--- src/rtl/pipeline_ctrl_pkg.sv ---
// Shared types and default sizing for the pipeline stall/flush controller.
package pipeline_ctrl_pkg;

    localparam int unsigned MEM_TIMEOUT = 255;
    localparam int unsigned CNT_W       = 16;

    typedef enum logic [1:0] {
        RUN      = 2'b00,
        MEM_WAIT = 2'b01,
        ERR      = 2'b10
    } pipe_state_e;

endpackage

--- src/rtl/pipeline_controller_sat_counter.sv ---
// Saturating up-counter with asynchronous active-low clear.
module sat_counter #(
    parameter int unsigned W = 16
) (
    input  logic         clk,
    input  logic         rst,
    input  logic         inc,
    output logic [W-1:0] count
);

    logic [W-1:0] count_q;
    logic [W-1:0] count_d;

    always_comb begin
        count_d = count_q;
        if (inc && (count_q != {W{1'b1}})) begin
            count_d = count_q + W'(1);
        end
    end

    always_ff @(posedge clk or negedge rst) begin
        if (!rst) begin
            count_q <= '0;
        end else begin
            count_q <= count_d;
        end
    end

    assign count = count_q;

endmodule

--- src/rtl/pipeline_controller.sv ---
// Pipeline hazard controller: memory-stall FSM with timeout, same-cycle
// freeze/flush/bubble decode and saturating stall/flush statistics.
module pipeline_controller #(
    parameter int unsigned MEM_TIMEOUT = pipeline_ctrl_pkg::MEM_TIMEOUT,
    parameter int unsigned CNT_W       = pipeline_ctrl_pkg::CNT_W
) (
    input  logic             clk,
    input  logic             rst,
    input  logic             hazard_detected,
    input  logic             branch_taken,
    input  logic             mem_req,
    input  logic             mem_ready,
    input  logic             clr_err,
    output logic             freeze_pc,
    output logic             freeze_if_id,
    output logic             freeze_id_exe,
    output logic             freeze_exe_mem,
    output logic             flush_if_id,
    output logic             bubble_id_exe,
    output logic             bubble_mem_wb,
    output logic [1:0]       state,
    output logic [CNT_W-1:0] stall_cycles,
    output logic [CNT_W-1:0] flush_events,
    output logic             timeout_err
);

    import pipeline_ctrl_pkg::*;

    localparam int unsigned WAIT_W = (MEM_TIMEOUT < 1) ? 1 : $clog2(MEM_TIMEOUT + 1);
    localparam logic [WAIT_W-1:0] WAIT_MAX = WAIT_W'(MEM_TIMEOUT);
    localparam logic [WAIT_W-1:0] WAIT_ONE = WAIT_W'(1);

    pipe_state_e       state_q;
    pipe_state_e       state_d;
    logic [WAIT_W-1:0] wait_cnt_q;
    logic [WAIT_W-1:0] wait_cnt_d;
    logic              timeout_err_q;
    logic              timeout_err_d;

    logic mem_busy;
    logic freeze_all;

    assign mem_busy   = mem_req & ~mem_ready;
    assign freeze_all = mem_busy | (state_q == ERR);

    // Next-state logic; wait_cnt stops at WAIT_MAX, so it cannot wrap.
    always_comb begin
        state_d       = state_q;
        wait_cnt_d    = wait_cnt_q;
        timeout_err_d = timeout_err_q;
        unique case (state_q)
            RUN: begin
                if (mem_busy) begin
                    state_d    = MEM_WAIT;
                    wait_cnt_d = WAIT_ONE;
                end
            end
            MEM_WAIT: begin
                if (!mem_busy) begin
                    state_d    = RUN;
                    wait_cnt_d = '0;
                end else if (wait_cnt_q == WAIT_MAX) begin
                    state_d       = ERR;
                    timeout_err_d = 1'b1;
                end else begin
                    wait_cnt_d = wait_cnt_q + WAIT_ONE;
                end
            end
            ERR: begin
                if (clr_err) begin
                    state_d       = RUN;
                    wait_cnt_d    = '0;
                    timeout_err_d = 1'b0;
                end
            end
            default: begin
                state_d    = RUN;
                wait_cnt_d = '0;
            end
        endcase
    end

    always_ff @(posedge clk or negedge rst) begin
        if (!rst) begin
            state_q       <= RUN;
            wait_cnt_q    <= '0;
            timeout_err_q <= 1'b0;
        end else begin
            state_q       <= state_d;
            wait_cnt_q    <= wait_cnt_d;
            timeout_err_q <= timeout_err_d;
        end
    end

    // A branch seen during a freeze is not remembered: it acts once the freeze drops.
    always_comb begin
        freeze_pc      = 1'b0;
        freeze_if_id   = 1'b0;
        freeze_id_exe  = 1'b0;
        freeze_exe_mem = 1'b0;
        flush_if_id    = 1'b0;
        bubble_id_exe  = 1'b0;
        bubble_mem_wb  = 1'b0;
        if (freeze_all) begin
            freeze_pc      = 1'b1;
            freeze_if_id   = 1'b1;
            freeze_id_exe  = 1'b1;
            freeze_exe_mem = 1'b1;
            bubble_mem_wb  = 1'b1;
        end else if (branch_taken) begin
            flush_if_id   = 1'b1;
            bubble_id_exe = 1'b1;
        end else if (hazard_detected) begin
            freeze_pc     = 1'b1;
            freeze_if_id  = 1'b1;
            bubble_id_exe = 1'b1;
        end
    end

    sat_counter #(
        .W (CNT_W)
    ) u_stall_cnt (
        .clk   (clk),
        .rst   (rst),
        .inc   (freeze_pc),
        .count (stall_cycles)
    );

    sat_counter #(
        .W (CNT_W)
    ) u_flush_cnt (
        .clk   (clk),
        .rst   (rst),
        .inc   (flush_if_id),
        .count (flush_events)
    );

    assign state       = state_q;
    assign timeout_err = timeout_err_q;

endmodule

--- config.mk ---
export PLATFORM = sky130hd
export DESIGN_NAME = pipeline_controller
export DESIGN_NICKNAME = d
export VERILOG_FILES = /design/src/rtl/pipeline_ctrl_pkg.sv /design/src/rtl/pipeline_controller_sat_counter.sv /design/src/rtl/pipeline_controller.sv
export SDC_FILE = /design/constraint.sdc
export NUM_CORES = 1
export LEC_CHECK = 0
export ABC_AREA = 1
export CORE_ASPECT_RATIO = 0.8
export CORE_MARGIN = 2
export CORE_UTILIZATION = 30
export CTS_CLUSTER_DIAMETER = 100
export DETAILED_ROUTE_END_ITERATION = 8
export GPL_TIMING_DRIVEN = 0
export PLACE_DENSITY = 0.58
export SLEW_MARGIN = 20
export SYNTH_ARGS = -nofsm -noshare
export SYNTH_HDL_FRONTEND = slang
export SYNTH_SLANG_ARGS = --single-unit
--- constraint.sdc ---
create_clock -name clk -period 2.1 [get_ports clk]
set_input_delay 0.42 -clock clk [delete_from_list [all_inputs] [get_ports clk]]
set_output_delay 0.42 -clock clk [all_outputs]
set_load 0.01 [all_outputs]
Word-level counts from Yosys, hierarchy flattened
Cells that the tools add are included.

Register bits: 43. Bits of input ports: 7. Output and inout port bits: 42. Word-level logic and storage cells: 51.

$add $sub $neg: 3. Equal/unequal tests: 11. Multiplexer cells: 22. Bitwise logic cells: 3. Reductions and logical operators: 7.

Operators with widths (number): adder 16 x 1 -> 16 bit, second input constant (2); 2-to-1 mux 8 bit (4); != test 16 bit, second input constant (2); case mux 8 bit (3 select lines) (1); 2-to-1 mux 1 bit (11); adder 8 x 1 -> 8 bit, second input constant (1); equality test 8 bit, second input constant (1); 2-to-1 mux 2 bit (4); != test 2 bit, second input constant (4); != test 3 bit, second input constant (2); case mux 2 bit (3 select lines) (1); AND reduction 3 bit (2); AND reduction 4 bit (1); equality test 2 x 1 -> 1 bit, second input constant (1); equality test 2 bit, second input constant (1); logical AND 1 bit (2); logical NOT 2 bit (1); case mux 1 bit (2 select lines) (1); nonzero test 2 bit (1); AND 1 bit (1); NOT 1 bit (1); OR 1 bit (1).

Depth between registers and ports, before layout
Gate-level depths: netlist of run 1.

Depth in word-level cells: 5. Depth in mapped cells: 9. Depth with buffers taken out: 9.

Hierarchy
A second synthesis of run 1 with hierarchy kept.

Cells, all modules: 397. Area total of the unflattened synthesis: 2846.5 µm².

By module, submodules not included: sat_counter (instances 2, cells an instance 149, area an instance 1058.5 µm², seq. area each 400.4 µm²); pipeline_controller (instances 1, cells an instance 99, area an instance 729.4 µm², seq. area each 275.3 µm²).

Least setup slack after synthesis of run 1
Ideal clock, no wire load.

Path kind: reg-to-reg. Start point: reg u_flush_cnt.count_q[0], in the netlist u_flush_cnt.count[0]. End point: reg u_flush_cnt.count_q[3], in the netlist u_flush_cnt.count[3]. Library setup time: 117 ps. Arrival: 1560 ps. Required time: 1983 ps. Slack: 424 ps. Cell stages (with the launch flop): 10. Buffers on the path: 1. Clock period less this slack: 1676 ps. Cells stage by stage: dfrtp_1 ha_1 inv_2 nor2_8 nand2_4 o21ai_4 inv_4 buf_6 nand2_1 nand2_1.

Cells in the longest elaborated chain, start to end: 2. Elaborated cells between the ends (all ways): 3. Those cells by class: add/sub: 1; eq/ne: 1; reduce/logical: 1.

Ends and longest elaborated chain: start, declared (line pipeline_controller_sat_counter.sv:11) `logic [W-1:0] count_q;`; start signal, assigned (line pipeline_controller_sat_counter.sv:25) `count_q <= count_d;`; parallel branches: the longest is 2 deep, another holds adder 16 x 1 -> 16 bit.

Parallel ways; which one is timed is not known. A chain may end at the register's enable or synchronous reset.

Worst setup path in the final report of run 1
Start point: in mem_ready. End point: out freeze_pc.

Cells in the longest elaborated chain, start to end: 4.

Ends and longest elaborated chain: start, declared (line pipeline_controller.sv:12) `input logic mem_ready,`; NOT 1 bit (line pipeline_controller.sv:43) `assign mem_busy = mem_req & ~mem_ready;`; AND 1 bit (line pipeline_controller.sv:43); OR 1 bit (line pipeline_controller.sv:44) `assign freeze_all = mem_busy | (state_q == ERR);`; 2-to-1 mux 1 bit (line pipeline_controller.sv:104) `if (freeze_all) begin`; end, declared (line pipeline_controller.sv:14) `output logic freeze_pc,`.

No other way between the ends.

==> results of run 1 <==
## stage by stage
step	power, mW	cell area, um^2	utilization	cells
after floorplan	1.92	2720	-	393
after global placement	2.49	3340	0.375	556
after detailed placement	2.52	3360	0.376	557
after CTS	3.29	3520	0.394	565
after global routing	3.50	3520	0.395	565
final	3.25	3520	0.395	565
## final timing paths
| check | startpoint | end | slack, ps | cells past startpoint |
|---|---|---|---|---|
| setup / recovery | mem_ready | freeze_pc | 90 | 6 |
| hold / removal | rst | u_stall_cnt.count[4] | 100 | 1 |
| setup reg to reg | u_stall_cnt.count[0] | u_stall_cnt.count[9] | 210 | 9 |
| hold reg to reg | timeout_err | timeout_err | 490 | 2 |
| max in group asynchronous | rst | wait_cnt_q[7] | 1480 | 2 |
| min in group clk | timeout_err | timeout_err | 490 | 2 |
## sequential cells by signal (all words and copies together) (netlist names)
signal and count:
u_flush_cnt.count 16, u_stall_cnt.count 16, wait_cnt_q 8, state 2, timeout_err 1
## cell usage after synthesis, drive strengths merged
| master | count | area share |
|---|---|---|
| nand2 | 173 | 0.25 |
| nor2 | 47 | 0.079 |
| dfrtp | 43 | 0.40 |
| inv | 38 | 0.053 |
| nand3 | 29 | 0.055 |
| o21ai | 20 | 0.041 |
| nand4 | 14 | 0.032 |
| xor2 | 9 | 0.029 |
| buf | 7 | 0.025 |
| xnor2 | 5 | 0.016 |
| ha | 3 | 0.014 |
| nor3 | 2 | 0.0037 |
| o21bai | 1 | 0.0028 |
| o31ai | 1 | 0.0028 |
| or2 | 1 | 0.0023 |
## area by class of cell
| class | instances | area, um^2 | area share |
|---|---|---|---|
| timing repair buffer | 49 | 489 | 0.139 |
| sequential | 43 | 1080 | 0.306 |
| multi-input combinational | 305 | 1460 | 0.414 |
| clock inverter | 2 | 12.5 | 0.00355 |
| inverter | 38 | 145 | 0.0412 |
| clock buffer | 6 | 129 | 0.0366 |
| tap | 115 | 144 | 0.0409 |
| buffer | 7 | 67.6 | 0.0192 |
## timing repair
item	4_1_cts	5_1_grt
endpoints found under the setup margin	7	1
gates cloned	0	0
hold endpoints to repair	0	0
hold buffers	0	0
setup buffers	0	0
gates resized for setup	14	2
## logic make-up after synthesis
| group | Yosys count |
|---|---|
| fa+ha+maj | 3 |
| buf+inv | 45 |
| simple gates | 266 |
| flops | 43 |
| xor+xnor | 14 |
| compound gates | 22 |
## layer usage
metal	wire [um]	track usage	share of wire
met1	3520	0.206	0.54
met2	2710	0.191	0.42
met3	187	0.0271	0.029
met4	49	0.0273	0.0076
met5	0	0	0
## report_power, final
part | switching [mW] | leakage (nW) | internal (mW)
Clock | 0.323 | 0.0669 | 0.439
Sequential | 0.213 | 0.579 | 0.980
Combinational | 0.710 | 1.03 | 0.581
## worst max-delay path, stage by stage
cell and delay (ps):
sky130_fd_sc_hd__clkdlybuf4s50_1 490, sky130_fd_sc_hd__inv_2 50, sky130_fd_sc_hd__nand2_4 100, sky130_fd_sc_hd__nand3_4 110, sky130_fd_sc_hd__buf_4 140, sky130_fd_sc_hd__dlygate4sd2_1 270
==> impl_metrics.yaml, run 1 <==
clock_tree:
  cts_tree: "done"
  cts-buffers-inserted: 5
  clkTransAtPathRegs_ps: 70
  cts_buffer_depth: 2
  cts_sinks: 43
  clock_tree.root_cell: "sky130_fd_sc_hd__clkbuf_16"
  h_tree_levels: 2
  clk_latency_ps: 280
critical_path:
  critical_path_arrival_ps: 1590
  critical_path_class: "in -> out"
  path_max_fanout: 5
  worst_setup_path_start_kind: "input pin"
  endpoint_kind: "output pin"
  critPathRequiredTime_ps: 1680
cells_and_area:
  flow.area_growth_from_synthesis_pct: 29.6
  layout.filler_cells: 953
  insertedDiodeCount: 0
  layout.cells.most_common: "sky130_fd_sc_hd__nand2_1"
  design.final.nets: 459
  final_cell_mix: "sky130_fd_sc_hd__nand2_1 (162), sky130_fd_sc_hd__nor2_1 (43), sky130_fd_sc_hd__dfrtp_1 (43)"
  final_layout_size_suffix_gt1_frac: 0.0867
global_routing:
  grt_pass1_vias: 2106
  grt_usage: 0.133
  grt_overflow: 0
  grt_first_pass_wirelength_mm: 10.5
  grt_antenna_before_repair: 0
  grt_max_degree: 25
placed_design:
  buffer_ports.inserted: 48
  detailed_place_hpwl_mm: 4.99
  preCtsSetupSlack_ps: -444
  gp_routability_congestion: 0.832
synth:
  synthAdderAreaFrac: 0.0138
  yosysUniqueCellTypes: 25
  synth-compound-area-share: 0.0465
  synth_seq_area_share: 0.396
  synth_xor_xnor_area_share: 0.0451
  number_of_storage_elements_in_the_synthesis_netlist: 43
  yosys_warnings: 0
  netlist_instances: 393
  synthesis.area_per_instance_um2: 6.92
  synth_simple_gate_area_share: 0.420
  synth.net_count: 403
  syn_area_um2: 2720
  main_combinational_cell_family_by_area_after_synthesis: "simple AND/OR/NAND/NOR gates"
  synth_mux_area_frac: 0
sta:
  worst_clock_skew_ps: 8.65
  max_slew.worst_pin.slew_ps: 511
  setup-violations-final: 0
  drv_slew: 0
  setup-tns-final_ps: 0
  rsz_0062_raised_after_global_routing: "false"
  finalCritPeriodShare: 0.959
  fmax_ghz: 0.496
  worst_slack_ps: 85.2
  hold_fails_final_rpt: 0
  fin_crit_ps: 2010
  hold_slack_ps: 103
  max-slew-margin-rel: 0.659
floorplanning:
  rows: 31
  die-area_um2: 9840
  initial_core_utilization: 0.305
  die_w_um: 110
  num_io_pins: 49
  core_area_um2: 8920
  die_height_um: 89.1
run_status:
  outcome: "completed"
run:
  cap_violations: 0
drt:
  wl_mm: 6.47
  drtIter0Drc: 104
  wire_per_inst_um: 11.5
  via_count: 2544
  route.detailed.drc: 0
  detail-route-antenna-nets: 0
  post_drt_via_cell_ratio: 4.50
  drt_pre_antenna_iters: 4
power:
  total_leakage_power_nw: 1.67
  power-per-cell-area_nw_per_um2: 922
  max-vdd-ir-drop_mv: 0.461
min_path:
  hold_class: "in -> async"
No activity file was read; power rests on OpenSTA's default activity.
==> run 2: changes to the inputs <==
--- a/config.mk
+++ b/config.mk
@@ -13,4 +13,5 @@
 export DETAILED_ROUTE_END_ITERATION = 8
 export GPL_TIMING_DRIVEN = 0
+export HOLD_SLACK_MARGIN = 0.08
 export PLACE_DENSITY = 0.58
 export SLEW_MARGIN = 20
==> constraint.sdc (replaced) <==
create_clock -name clk -period 2 [get_ports clk]
set_input_delay 0.4 -clock clk [delete_from_list [all_inputs] [get_ports clk]]
set_output_delay 0.4 -clock clk [all_outputs]
set_load 0.05 [all_outputs]
==> impl_metrics.yaml, run 2 (same netlist as run 1, synthesis figures left out) <==
run_status:
  outcome: "completed"
power:
  power_report.internal_total_mw: 2.22
  max-vdd-ir-drop_mv: 0.771
  total_power_mw: 4.12
  total_leakage_power_nw: 1.90
  seq_power_share: 0.306
  power_frac_clock: 0.219
  net-switching-power_mw: 1.89
  comb_power_share: 0.475
  power.switching_fraction: 0.460
  power-per-cell-area_nw_per_um2: 1150
critical_path:
  crit_path_start: "mem_ready"
  ff2ff_path_depth: 9
  r2r_setup_slack_ps: 170
  critical_path_class: "in -> out"
  worst_setup_path_start_kind: "input pin"
  critical_path_arrival_ps: 1570
  critPathRequiredTime_ps: 1600
  r2r_start: "u_stall_cnt.count[0]"
  worst_r2r_end: "u_stall_cnt.count[4]"
  path_max_fanout: 5
  critPathCapture: "freeze_pc"
  endpoint_kind: "output pin"
drt:
  detail-route-antenna-nets: 0
  via_count: 2601
  post_drt_via_cell_ratio: 4.60
  route.detailed.drc: 0
  wire_per_inst_um: 11.9
  drtIter0Drc: 115
  drt_pre_antenna_iters: 4
  wl_mm: 6.74
global_routing:
  grt_first_pass_wirelength_mm: 11.5
  grt_antenna_before_repair: 0
  grt_overflow: 0
  grt_max_degree: 23
  grt_usage: 0.144
  grt_pass1_vias: 2454
clock_tree:
  h_tree_levels: 2
  cts_tree: "done"
  clkTransAtPathRegs_ps: 60
  cts_sinks: 43
  cts_buffer_depth: 2
  clk_latency_ps: 280
  ctsHoldBuffers: 0
  cts-buffers-inserted: 5
  clock_tree.root_cell: "sky130_fd_sc_hd__clkbuf_16"
floorplanning:
  num_io_pins: 49
  die_w_um: 110
  core_area_um2: 8920
  initial_core_utilization: 0.305
  die_height_um: 89.1
  die-area_um2: 9840
  rows: 31
cells_and_area:
  layout.filler_cells: 941
  design.final.nets: 460
  insertedDiodeCount: 0
  layout.cells.most_common: "sky130_fd_sc_hd__nand2_1"
  final-instance-count-excl-fill: 565
  flow.area_growth_from_synthesis_pct: 31.4
  final_layout_size_suffix_gt1_frac: 0.107
  final_cell_mix: "sky130_fd_sc_hd__nand2_1 (163), sky130_fd_sc_hd__nor2_1 (42), sky130_fd_sc_hd__dfrtp_1 (42)"
sta:
  max_slew.worst_pin.slew_ps: 579
  worst_clock_skew_ps: 5.27
  setup-violations-final: 0
  max-slew-margin-rel: 0.614
  fmax_ghz: 0.507
  fin_crit_ps: 1970
  hold_fails_final_rpt: 0
  drv_slew: 0
  finalCritPeriodShare: 0.985
  rsz_0062_raised_after_global_routing: "true"
  setup-tns-final_ps: 0
placed_design:
  gp_routability_congestion: 0.890
  detailed_place_hpwl_mm: 5.21
  dp.cells: 557
  buffer_ports.inserted: 48
run:
  cap_violations: 0
min_path:
  hold_class: "in -> async"
-- run 2: cell count changes in the layout (fill, tap and decap cells not counted), sizes merged --
cell           before  now
clkinv              1    0
buf                 9   15
clkinvlp            1    0
clkbuf              6    8
dlymetal6s2s        1   13
dlygate4sd2         7    4
clkdlybuf4s50      39   23
bufinv              0    1
-- run 2: what timing repair did --
action                     in CTS  in global routing
pin swaps                       0                  2
cloned                          0                  0
gates resized for setup        41                 23
buffers inserted                0                  1
setup endpoints to repair      11                 46
-- run 2: how the worst min path moves through the flow --
stage,slack [ps],endpoint
finish,110,u_flush_cnt.count[15]
floorplan,100,state[0]
global placement,470,timeout_err
global route,150,u_flush_cnt.count[15]
detailed placement,430,u_flush_cnt.count[15]
CTS,120,u_flush_cnt.count[15]
-- run 2: area by class of cell --
cell class / instances / area (um^2) / area share
plain buffers: 7 / 67.6 / 0.0189
clock buffers: 6 / 129 / 0.0361
clock inverters: 1 / 30.0 / 0.00841
inverters: 38 / 145 / 0.0406
multi-input cells: 305 / 1460 / 0.408
flip-flops and latches: 43 / 1080 / 0.302
well taps: 115 / 144 / 0.0403
repair buffers: 50 / 520 / 0.146
-- run 2: stage by stage --
stage	util	cell area (um^2)	hold slack, ps	worst slack [ps]
after global routing	0.400	3570	146	-38.6
after CTS	0.394	3520	123	-36.0
after global placement	0.376	3350	473	-925
after floorplan	-	2730	104	20.8
final	0.400	3570	109	29.2
after detailed placement	0.378	3380	433	-731
-- run 2: worst max-delay path, cell delays in order --
cell and delay [ps]:
sky130_fd_sc_hd__clkdlybuf4s50_1 490, sky130_fd_sc_hd__inv_2 40, sky130_fd_sc_hd__nand2_2 140, sky130_fd_sc_hd__nand3_4 140, sky130_fd_sc_hd__buf_4 160, sky130_fd_sc_hd__buf_2 200
-- run 2: power groups by stage --
stage          combinational [mW]  clock [mW]  sequential [mW]
2_1_floorplan               0.899           0             1.71
3_3_place_gp                 1.95           0             1.27
3_5_place_dp                 1.98           0             1.28
4_1_cts                      1.95       0.935             1.26
5_1_grt                      2.14       0.957             1.29
6_report                     1.96       0.902             1.26
-- run 2: layer usage --
metal	vias to the layer above	global-route usage	wire (um)
met5	-	0	0
met4	0	0.0375	42
met3	2	0.0380	252
met2	53	0.224	2930
met1	1194	0.201	3510
li1	1352	-	-
